==> src/rtl/spwm_pkg.sv <==
// ============================================================================
// Module   : spwm_pkg
// Brief    : Shared constants and encodings for the SPWM gate generator.
// Revision : 1.0 - initial release
// ============================================================================
`default_nettype none

package spwm_pkg;

    // These defaults also set the LUT-stage SIZE / carrier ratio planning.
    localparam int CARRIER_MAX_DEF = 1250;
    localparam int DEAD_CYCLES_DEF = 10;

    localparam logic [1:0] ST_LOW  = 2'd0;
    localparam logic [1:0] ST_DEAD = 2'd1;
    localparam logic [1:0] ST_HIGH = 2'd2;

    typedef enum logic {
        DIR_UP   = 1'b0,
        DIR_DOWN = 1'b1
    } dir_e;

endpackage

`default_nettype wire

==> src/rtl/spwm_deadtime.sv <==
// ============================================================================
// Module   : spwm_deadtime
// Brief    : Complementary gate driver with dead-time insertion; one per leg.
// Revision : 1.0 - initial release
// ============================================================================
`default_nettype none

module spwm_deadtime
    import spwm_pkg::*;
#(
    parameter int DEAD_CYCLES = DEAD_CYCLES_DEF
) (
    input  logic clk_in,
    input  logic rst,
    input  logic enable,
    input  logic raw,
    output logic gate_h,
    output logic gate_l
);

    localparam logic [7:0] DT_LAST = 8'(DEAD_CYCLES - 1);

    logic [1:0] state_q, state_d;
    logic [1:0] target_q, target_d;
    logic [7:0] dt_cnt_q, dt_cnt_d;

    always_comb begin
        state_d  = state_q;
        target_d = target_q;
        dt_cnt_d = dt_cnt_q;
        if (!enable) begin
            state_d  = ST_DEAD;
            dt_cnt_d = 8'd0;
        end else begin
            case (state_q)
                ST_LOW: begin
                    if (raw) begin
                        state_d  = ST_DEAD;
                        target_d = ST_HIGH;
                        dt_cnt_d = 8'd0;
                    end
                end
                ST_HIGH: begin
                    if (!raw) begin
                        state_d  = ST_DEAD;
                        target_d = ST_LOW;
                        dt_cnt_d = 8'd0;
                    end
                end
                default: begin
                    // The exit side follows the live comparator, so a raw pulse
                    // shorter than the window still lands on the correct gate.
                    if (dt_cnt_q == DT_LAST) begin
                        state_d  = raw ? ST_HIGH : ST_LOW;
                        dt_cnt_d = 8'd0;
                    end else begin
                        dt_cnt_d = dt_cnt_q + 8'd1;
                    end
                end
            endcase
        end
    end

    always_ff @(posedge clk_in or posedge rst) begin
        if (rst) begin
            state_q  <= ST_DEAD;
            target_q <= ST_LOW;
            dt_cnt_q <= 8'd0;
        end else begin
            state_q  <= state_d;
            target_q <= target_d;
            dt_cnt_q <= dt_cnt_d;
        end
    end

    assign gate_h = (state_q == ST_HIGH);
    assign gate_l = (state_q == ST_LOW);

    a_no_overlap: assert property (@(posedge clk_in) !(gate_h && gate_l));
    a_target_legal: assert property (@(posedge clk_in) disable iff (rst)
        target_q != ST_DEAD);

endmodule

`default_nettype wire

==> src/rtl/spwm_gate_gen.sv <==
// ============================================================================
// Module   : spwm_gate_gen
// Brief    : Triangle-carrier SPWM with regular sampling and dead-time gates.
// Revision : 1.0 - initial release
// ============================================================================
`default_nettype none

module spwm_gate_gen
    import spwm_pkg::*;
#(
    parameter int WIDTH       = 12,
    parameter int CARRIER_MAX = CARRIER_MAX_DEF,
    parameter int DEAD_CYCLES = DEAD_CYCLES_DEF,
    parameter int SAMPLE_BOTH = 1
) (
    input  logic             clk_in,
    input  logic             rst,
    input  logic             enable,
    input  logic [WIDTH-1:0] sine_ref,
    output logic             gate_h,
    output logic             gate_l,
    output logic [WIDTH-1:0] carrier,
    output logic             sync_out,
    output logic [WIDTH-1:0] ref_held
);

    localparam logic [WIDTH-1:0] C_MAX = WIDTH'(CARRIER_MAX);
    localparam logic [WIDTH-1:0] C_ONE = WIDTH'(1);

    logic [WIDTH-1:0] carrier_q, carrier_d;
    dir_e             dir_q, dir_d;
    logic [WIDTH-1:0] ref_held_q, ref_held_d;
    logic             raw_q, raw_d;

    logic             w_at_valley;
    logic             w_at_peak;
    logic             w_sample;
    logic [WIDTH-1:0] w_clamped;

    assign w_at_valley = (carrier_q == '0);
    assign w_at_peak   = (carrier_q == C_MAX);
    assign w_sample    = w_at_valley || ((SAMPLE_BOTH != 0) && w_at_peak);
    assign w_clamped   = (sine_ref > C_MAX) ? C_MAX : sine_ref;

    always_comb begin
        carrier_d  = carrier_q;
        dir_d      = dir_q;
        ref_held_d = w_sample ? w_clamped : ref_held_q;
        raw_d      = (ref_held_q > carrier_q);
        if (enable) begin
            if (dir_q == DIR_UP) begin
                if (w_at_peak) begin
                    dir_d     = DIR_DOWN;
                    carrier_d = C_MAX - C_ONE;
                end else begin
                    carrier_d = carrier_q + C_ONE;
                end
            end else begin
                if (w_at_valley) begin
                    dir_d     = DIR_UP;
                    carrier_d = C_ONE;
                end else begin
                    carrier_d = carrier_q - C_ONE;
                end
            end
        end
    end

    always_ff @(posedge clk_in or posedge rst) begin
        if (rst) begin
            carrier_q  <= '0;
            dir_q      <= DIR_UP;
            ref_held_q <= '0;
            raw_q      <= 1'b0;
        end else begin
            carrier_q  <= carrier_d;
            dir_q      <= dir_d;
            ref_held_q <= ref_held_d;
            raw_q      <= raw_d;
        end
    end

    spwm_deadtime #(
        .DEAD_CYCLES (DEAD_CYCLES)
    ) u_deadtime (
        .clk_in (clk_in),
        .rst    (rst),
        .enable (enable),
        .raw    (raw_q),
        .gate_h (gate_h),
        .gate_l (gate_l)
    );

    assign carrier  = carrier_q;
    assign ref_held = ref_held_q;
    // Gated by rst so the pulse stays low while reset holds the carrier at 0.
    assign sync_out = enable && w_at_valley && !rst;

endmodule

`default_nettype wire

==> config.mk <==
export PLATFORM = sky130hd
export DESIGN_NAME = spwm_gate_gen
export DESIGN_NICKNAME = d
export VERILOG_FILES = /design/src/rtl/spwm_pkg.sv /design/src/rtl/spwm_deadtime.sv /design/src/rtl/spwm_gate_gen.sv
export SDC_FILE = /design/constraint.sdc
export NUM_CORES = 1
export LEC_CHECK = 0
export ABC_AREA = 1
export BUFFER_PORTS_ARGS = -buffer_cell sky130_fd_sc_hd__buf_2
export CAP_MARGIN = 20
export CORE_UTILIZATION = 55
export CTS_CLUSTER_DIAMETER = 60
export CTS_CLUSTER_SIZE = 14
export DETAILED_ROUTE_END_ITERATION = 8
export PLACE_DENSITY = 0.81
export SETUP_SLACK_MARGIN = 0.3
export SKIP_LAST_GASP = 1
export SYNTH_ARGS = -nofsm -noshare
export SYNTH_HDL_FRONTEND = slang
export SYNTH_SLANG_ARGS = --single-unit
==> constraint.sdc <==
create_clock -name clk_in -period 4.37 [get_ports clk_in]
set_input_delay 0.437 -clock clk_in [delete_from_list [all_inputs] [get_ports clk_in]]
set_output_delay 0.437 -clock clk_in [all_outputs]
set_load 0.005 [all_outputs]
======== Word-level counts from Yosys, hierarchy flattened ========
Index checks and enable logic that the tools add are counted.
cells by class
  add/sub/neg operators ................... 3
  $lt $le $gt $ge ......................... 2
  equal/unequal tests ..................... 6
  multiplexer cells ....................... 18
  reductions and logical operators ........ 8
operators with widths
  operator                                                          number
  2-to-1 mux 12 bit                                                 4
  2-to-1 mux 8 bit                                                  4
  one-hot mux 8 bit (2 select lines)                                1
  adder 12 x 1 -> 12 bit (second input constant)                    1
  equality test 12 x 11 -> 1 bit (second input constant)            1
  greater-than comparator 12 x 11 -> 1 bit (second input constant)  1
  greater-than comparator 12 bit                                    1
  logical NOT 12 bit                                                1
  subtractor 12 x 1 -> 12 bit (second input constant)               1
  2-to-1 mux 2 bit                                                  5
  adder 8 x 1 -> 8 bit (second input constant)                      1
  equality test 8 x 4 -> 1 bit (second input constant)              1
  inequality test 4 x 1 -> 1 bit (second input constant)            1
  one-hot mux 2 bit (2 select lines)                                1
  2-to-1 mux 1 bit                                                  3
  inequality test 3 x 2 -> 1 bit (second input constant)            1
  inequality test 3 bit (second input constant)                     1
  AND reduction 3 bit                                               1
  equality test 2 bit (second input constant)                       1
  logical AND 1 bit                                                 2
  logical NOT 2 bit                                                 1
  AND reduction 2 bit                                               1
  logical NOT 1 bit                                                 1
  logical OR 1 bit                                                  1
storage, ports and cells
  bits in registers ....................... 36
  input port bits ......................... 15
  output and inout bits ................... 27
  word-level logic and storage cells ...... 43

======== Logic depth before layout (Yosys ltp) ========
  word-level depth ........................ 4
  mapped depth ............................ 11
  mapped depth without buffers ............ 11

======== Modules after synthesis ========
From an unflattened synthesis, not the netlist that was laid out.
unflattened totals
  cells, all modules ...................... 403
  area total of the unflattened synthesis .. 2800.2 um2
by module, submodules not included
  module         times used  cells an instance  area an instance (um2)  seq. area each (um2)
  spwm_gate_gen  1           308                2103.3                  650.6
  spwm_deadtime  1           95                 696.9                   251.5

======== Least setup slack after synthesis ========
No wires, ideal clock.
  path kind ............................... register to output
  start ................................... reg carrier_q[0], in the netlist carrier[0]
  end ..................................... out sync_out
  data arrival time ....................... 1.513 ns
  data required time ...................... 3.933 ns
  slack ................................... 2.420 ns
  cell stages (with the launch flop) ...... 8
  buffers on the path ..................... 1
  cell sequence ........................... dfrtp_1 -> inv_1 -> ha_1 -> nand3_1 -> nor2_1 -> nand2_4 -> buf_4 -> nor3_1
on the way
  word-level cells in the longest chain between the ends .. 3
RTL lines
  what                            RTL line             text
  start: declaration              spwm_gate_gen.sv:30  logic [WIDTH-1:0] carrier_q, carrier_d;
  start signal: assignment        spwm_gate_gen.sv:76  carrier_q <= carrier_d;
  logical NOT 12 bit              spwm_gate_gen.sv:40  assign w_at_valley = (carrier_q == '0);
  logical AND 1 bit (2 in a row)  spwm_gate_gen.sv:97  assign sync_out = enable && w_at_valley && !rst;
  end: declaration                spwm_gate_gen.sv:23  output logic sync_out,
No other way between the ends.

======== Final worst setup path ========
Ends and elaborated chain as after synthesis.

==> summary.txt <==
Status
  • Status: finished clean

Clock network
  • TritonCTS clock tree: built
  • Hold buffers post-CTS: 0
  • CTS max path bufs: 2
  • Post-CTS Setup Bufs: 0
  • Clk_lat worst skew: approximately 0.29 ns
  • Sink Count: 36
  • CTS resizes: 0
  • Reg clk slew, reported paths: 0.08 ns
  • CTS buffer count: 5
  • CTS Root Cell: clkbuf_8
  • H-tree depth: 2

Detailed routing
  • WL/cell: 13.0 microns
  • Vias post-DR: ~2700
  • DR iter-0 viols: 233
  • Post-DR vias/cell: 5.47
  • DR pass1 iterations: 4
  • ANT nets after route: 0
  • Drt total wl: between 6 and 7 mm
  • DRC: 0

Global route
  • Initial antenna violation count: 0
  • Vias in the first global route: around 2400
  • Gr usage total: 0.264
  • Wire length of the first global-routing pass: 11.0 mm
  • Largest net degree at the start of global routing: 37
  • Grt ovf: 0

Critical path
  • Sequence of cells on the critical path: inv_1, ha_1, nand3_1, nor2_1, nand2_4, nor3_1, buf_2
  • Peak per-stage delay on the critical path: ~0.44 ns
  • Startpoint class of the critical path: flop
  • Required time of the critical path: between 3 and 4 ns
  • Critical Path Slowest Stage Cell: dfrtp_1
  • Critical Path AT: 1.94 ns
  • Crit end category: output port
  • Worst Path Max Fanout: 15
  • Critical Path Source: carrier[0]$_DFFE_PP0P_
  • CP Class: flop to output port
  • Worst r2r src: carrier[0]$_DFFE_PP0P_

Logic synthesis
  • Synth Area in Simple Gates: 0.389
  • EDFF count, synth: 0
  • Dominant cell by count in the synthesized netlist: nand2_1
  • Proportion of synthesized area in mux cells: 0
  • Syn_area_per_cell: between 7 and 8 sq um
  • Yosys top cell area share: 0.316
  • Synth warnings: 0
  • Largest family of logic cells by synthesized area: simple AND/OR/NAND/NOR gates
  • Post-Synth XOR/XNOR Area: 0.0348
  • Most frequent cells after synthesis: nand2_1, nand3_1, nor2_1
  • Mapped Nets: ~420
  • Yosys top cell by area: dfrtp_1
  • Top_reg_cell synth: dfrtp_1
  • Area share of fa/ha/maj cells after synthesis: 0.0813
  • Largest cells by area after synthesis: dfrtp_1, nand2_1, nand3_1
  • Yosys cell types: 37
  • Netlist Area Pre-Place: between 2000 and 3000 sq um
  • Asr flop ratio synth: 1.00
  • Register area share after synthesis: 0.326
  • Synth Area in Compound Gates: 0.0781
  • Synth Register Bits: 36
  • Cells after synthesis: 386

Power
  • Clk pwr share: 0.151
  • PwrDens: approximately 640 nW/um^2
  • Comb power frac: 0.508
  • Net switching fraction of the power: 0.477
  • Pint: a little over 1 mW
  • Worst vdd ir: 0.407 mV
  • Leakage: between 1.5 and 2 nW
  • Total power draw: roughly 2.0 mW
  • Sequential fraction of design power: 0.341
  • Psw: 0.937 mW

STA
  • Final TNS setup: 0 ns
  • Fmax: 420 MHz
  • Final setup violation count: 0
  • Slew Limit Fails: 0
  • Fin crit share: 0.545
  • Worst-margin pin slew: 0.598 ns
  • Hold Slack: 0.247 ns
  • RSZ-0062 raised after global routing: false
  • Tmin final: 2.38 ns
  • Slew headroom: 0.601
  • Clk_skew: 0.0108 ns
  • Final hold violation count: 0

Final layout
  • Layout net count: 454
  • Layout area overhead: 11.0%
  • Share of layout cells above drive strength 1: 0.199
  • Number of diodes: 0

Run
  • Max-cap viol count: 0

Place
  • Final GP Congestion: 0.920
  • Post-detail-place hpwl: 4.74 mm
  • Port Buf Inserts: 41

Min path
  • Hold/Removal Path Class: input port to async pin

Floorplan
  • Core area: 4790 sq um
  • Die Ht: 73.0 microns
  • Initial core utilization: 0.579
  • Die area: 5330 sq um
  • Site Rows: 25
  • Chip width: 73.0 microns
  • IO Pins: 42
## worst max-delay path: cells and delay by family, from the launching register on
family | cells | cell delay [ns]
adders and majority gates | 1 | 0.23
buffers and inverters | 2 | 0.40
and+or+nand+nor | 4 | 0.57
DFF | 1 | 0.44
## sequential cells by signal, indices dropped and copies added, names as in the netlist
register             count
dir_q                    1
carrier                 12
u_deadtime.dt_cnt_q      8
ref_held                12
u_deadtime.state_q       2
raw_q                    1
## stage by stage
stage	util	worst slack (ns)	instance area (sq um)	cells
3_5_place_dp	0.619	2.30	2960	481
3_3_place_gp	0.619	2.36	2960	481
4_1_cts	0.643	1.97	3080	489
6_report	0.643	1.99	3080	489
5_1_grt	0.643	1.83	3080	489
2_1_floorplan	-	2.42	2770	386
## layer usage
metal,wire [microns],GRT usage,vias to the layer above
li1,-,-,1327
met1,3030,0.370,1255
met2,2930,0.414,81
met3,301,0.0442,12
met4,114,0.0850,0
met5,0,0,-
## power groups by stage
stage | logic, mW | registers (mW) | clock network (mW)
after floorplan | 0.809 | 0.584 | 0
after global placement | 0.949 | 0.663 | 0
after detailed placement | 0.988 | 0.670 | 0
after CTS | 0.996 | 0.666 | 0.304
after global routing | 1.13 | 0.693 | 0.315
final | 0.998 | 0.670 | 0.296
## placed cells by master (no fill, tap or decap), types with 5 or more instances in the layout
master    instances
o21ai_1           5
ha_1             18
xor2_1           10
nor2_1           36
nand2_1         104
nor3_1            5
dfrtp_1          35
o21ai_0           6
nand3_1          48
nand4_1          11
inv_1            33
clkbuf_8          5
nor2_2            7
nand2_2           7
buf_2            41
inv_2             6
a21oi_1          19
## path summary, 6_finish.rpt
path                                                      to  slack [ns]  cells after the start
max                                                 sync_out        1.99                      7
min                                   carrier[8]$_DFFE_PP0P_        0.25                      3
max reg2reg                           carrier[1]$_DFFE_PP0P_        2.41                      9
min reg2reg                         ref_held[11]$_DFFE_PP0P_        0.52                      2
max in group asynchronous  u_deadtime.state_q[0]$_DFFE_PP1P_        3.76                      3
min in group clk_in                  ref_held[9]$_DFFE_PP0P_        0.39                      3
## final cells by class
class / count / area (sq um)
clock inverter: 3 / 42.5
tap: 67 / 83.8
sequential: 36 / 902
timing repair buffer: 42 / 213
inverter: 40 / 150
fill: 410 / 1710
clock buffer: 5 / 68.8
multi-input combinational: 296 / 1620
## cells by family (layout without fill, tap and decap cells)
kind of cell | Yosys count | after routing
adder cells (fa/ha/maj) | 18 | 18
AO/OA/AOI/OAI | 38 | 38
flip-flops | 36 | 36
XOR/XNOR | 11 | 11
buffers and inverters | 54 | 90
AND/OR/NAND/NOR | 229 | 229
No activity file was read; power rests on OpenSTA's default activity.
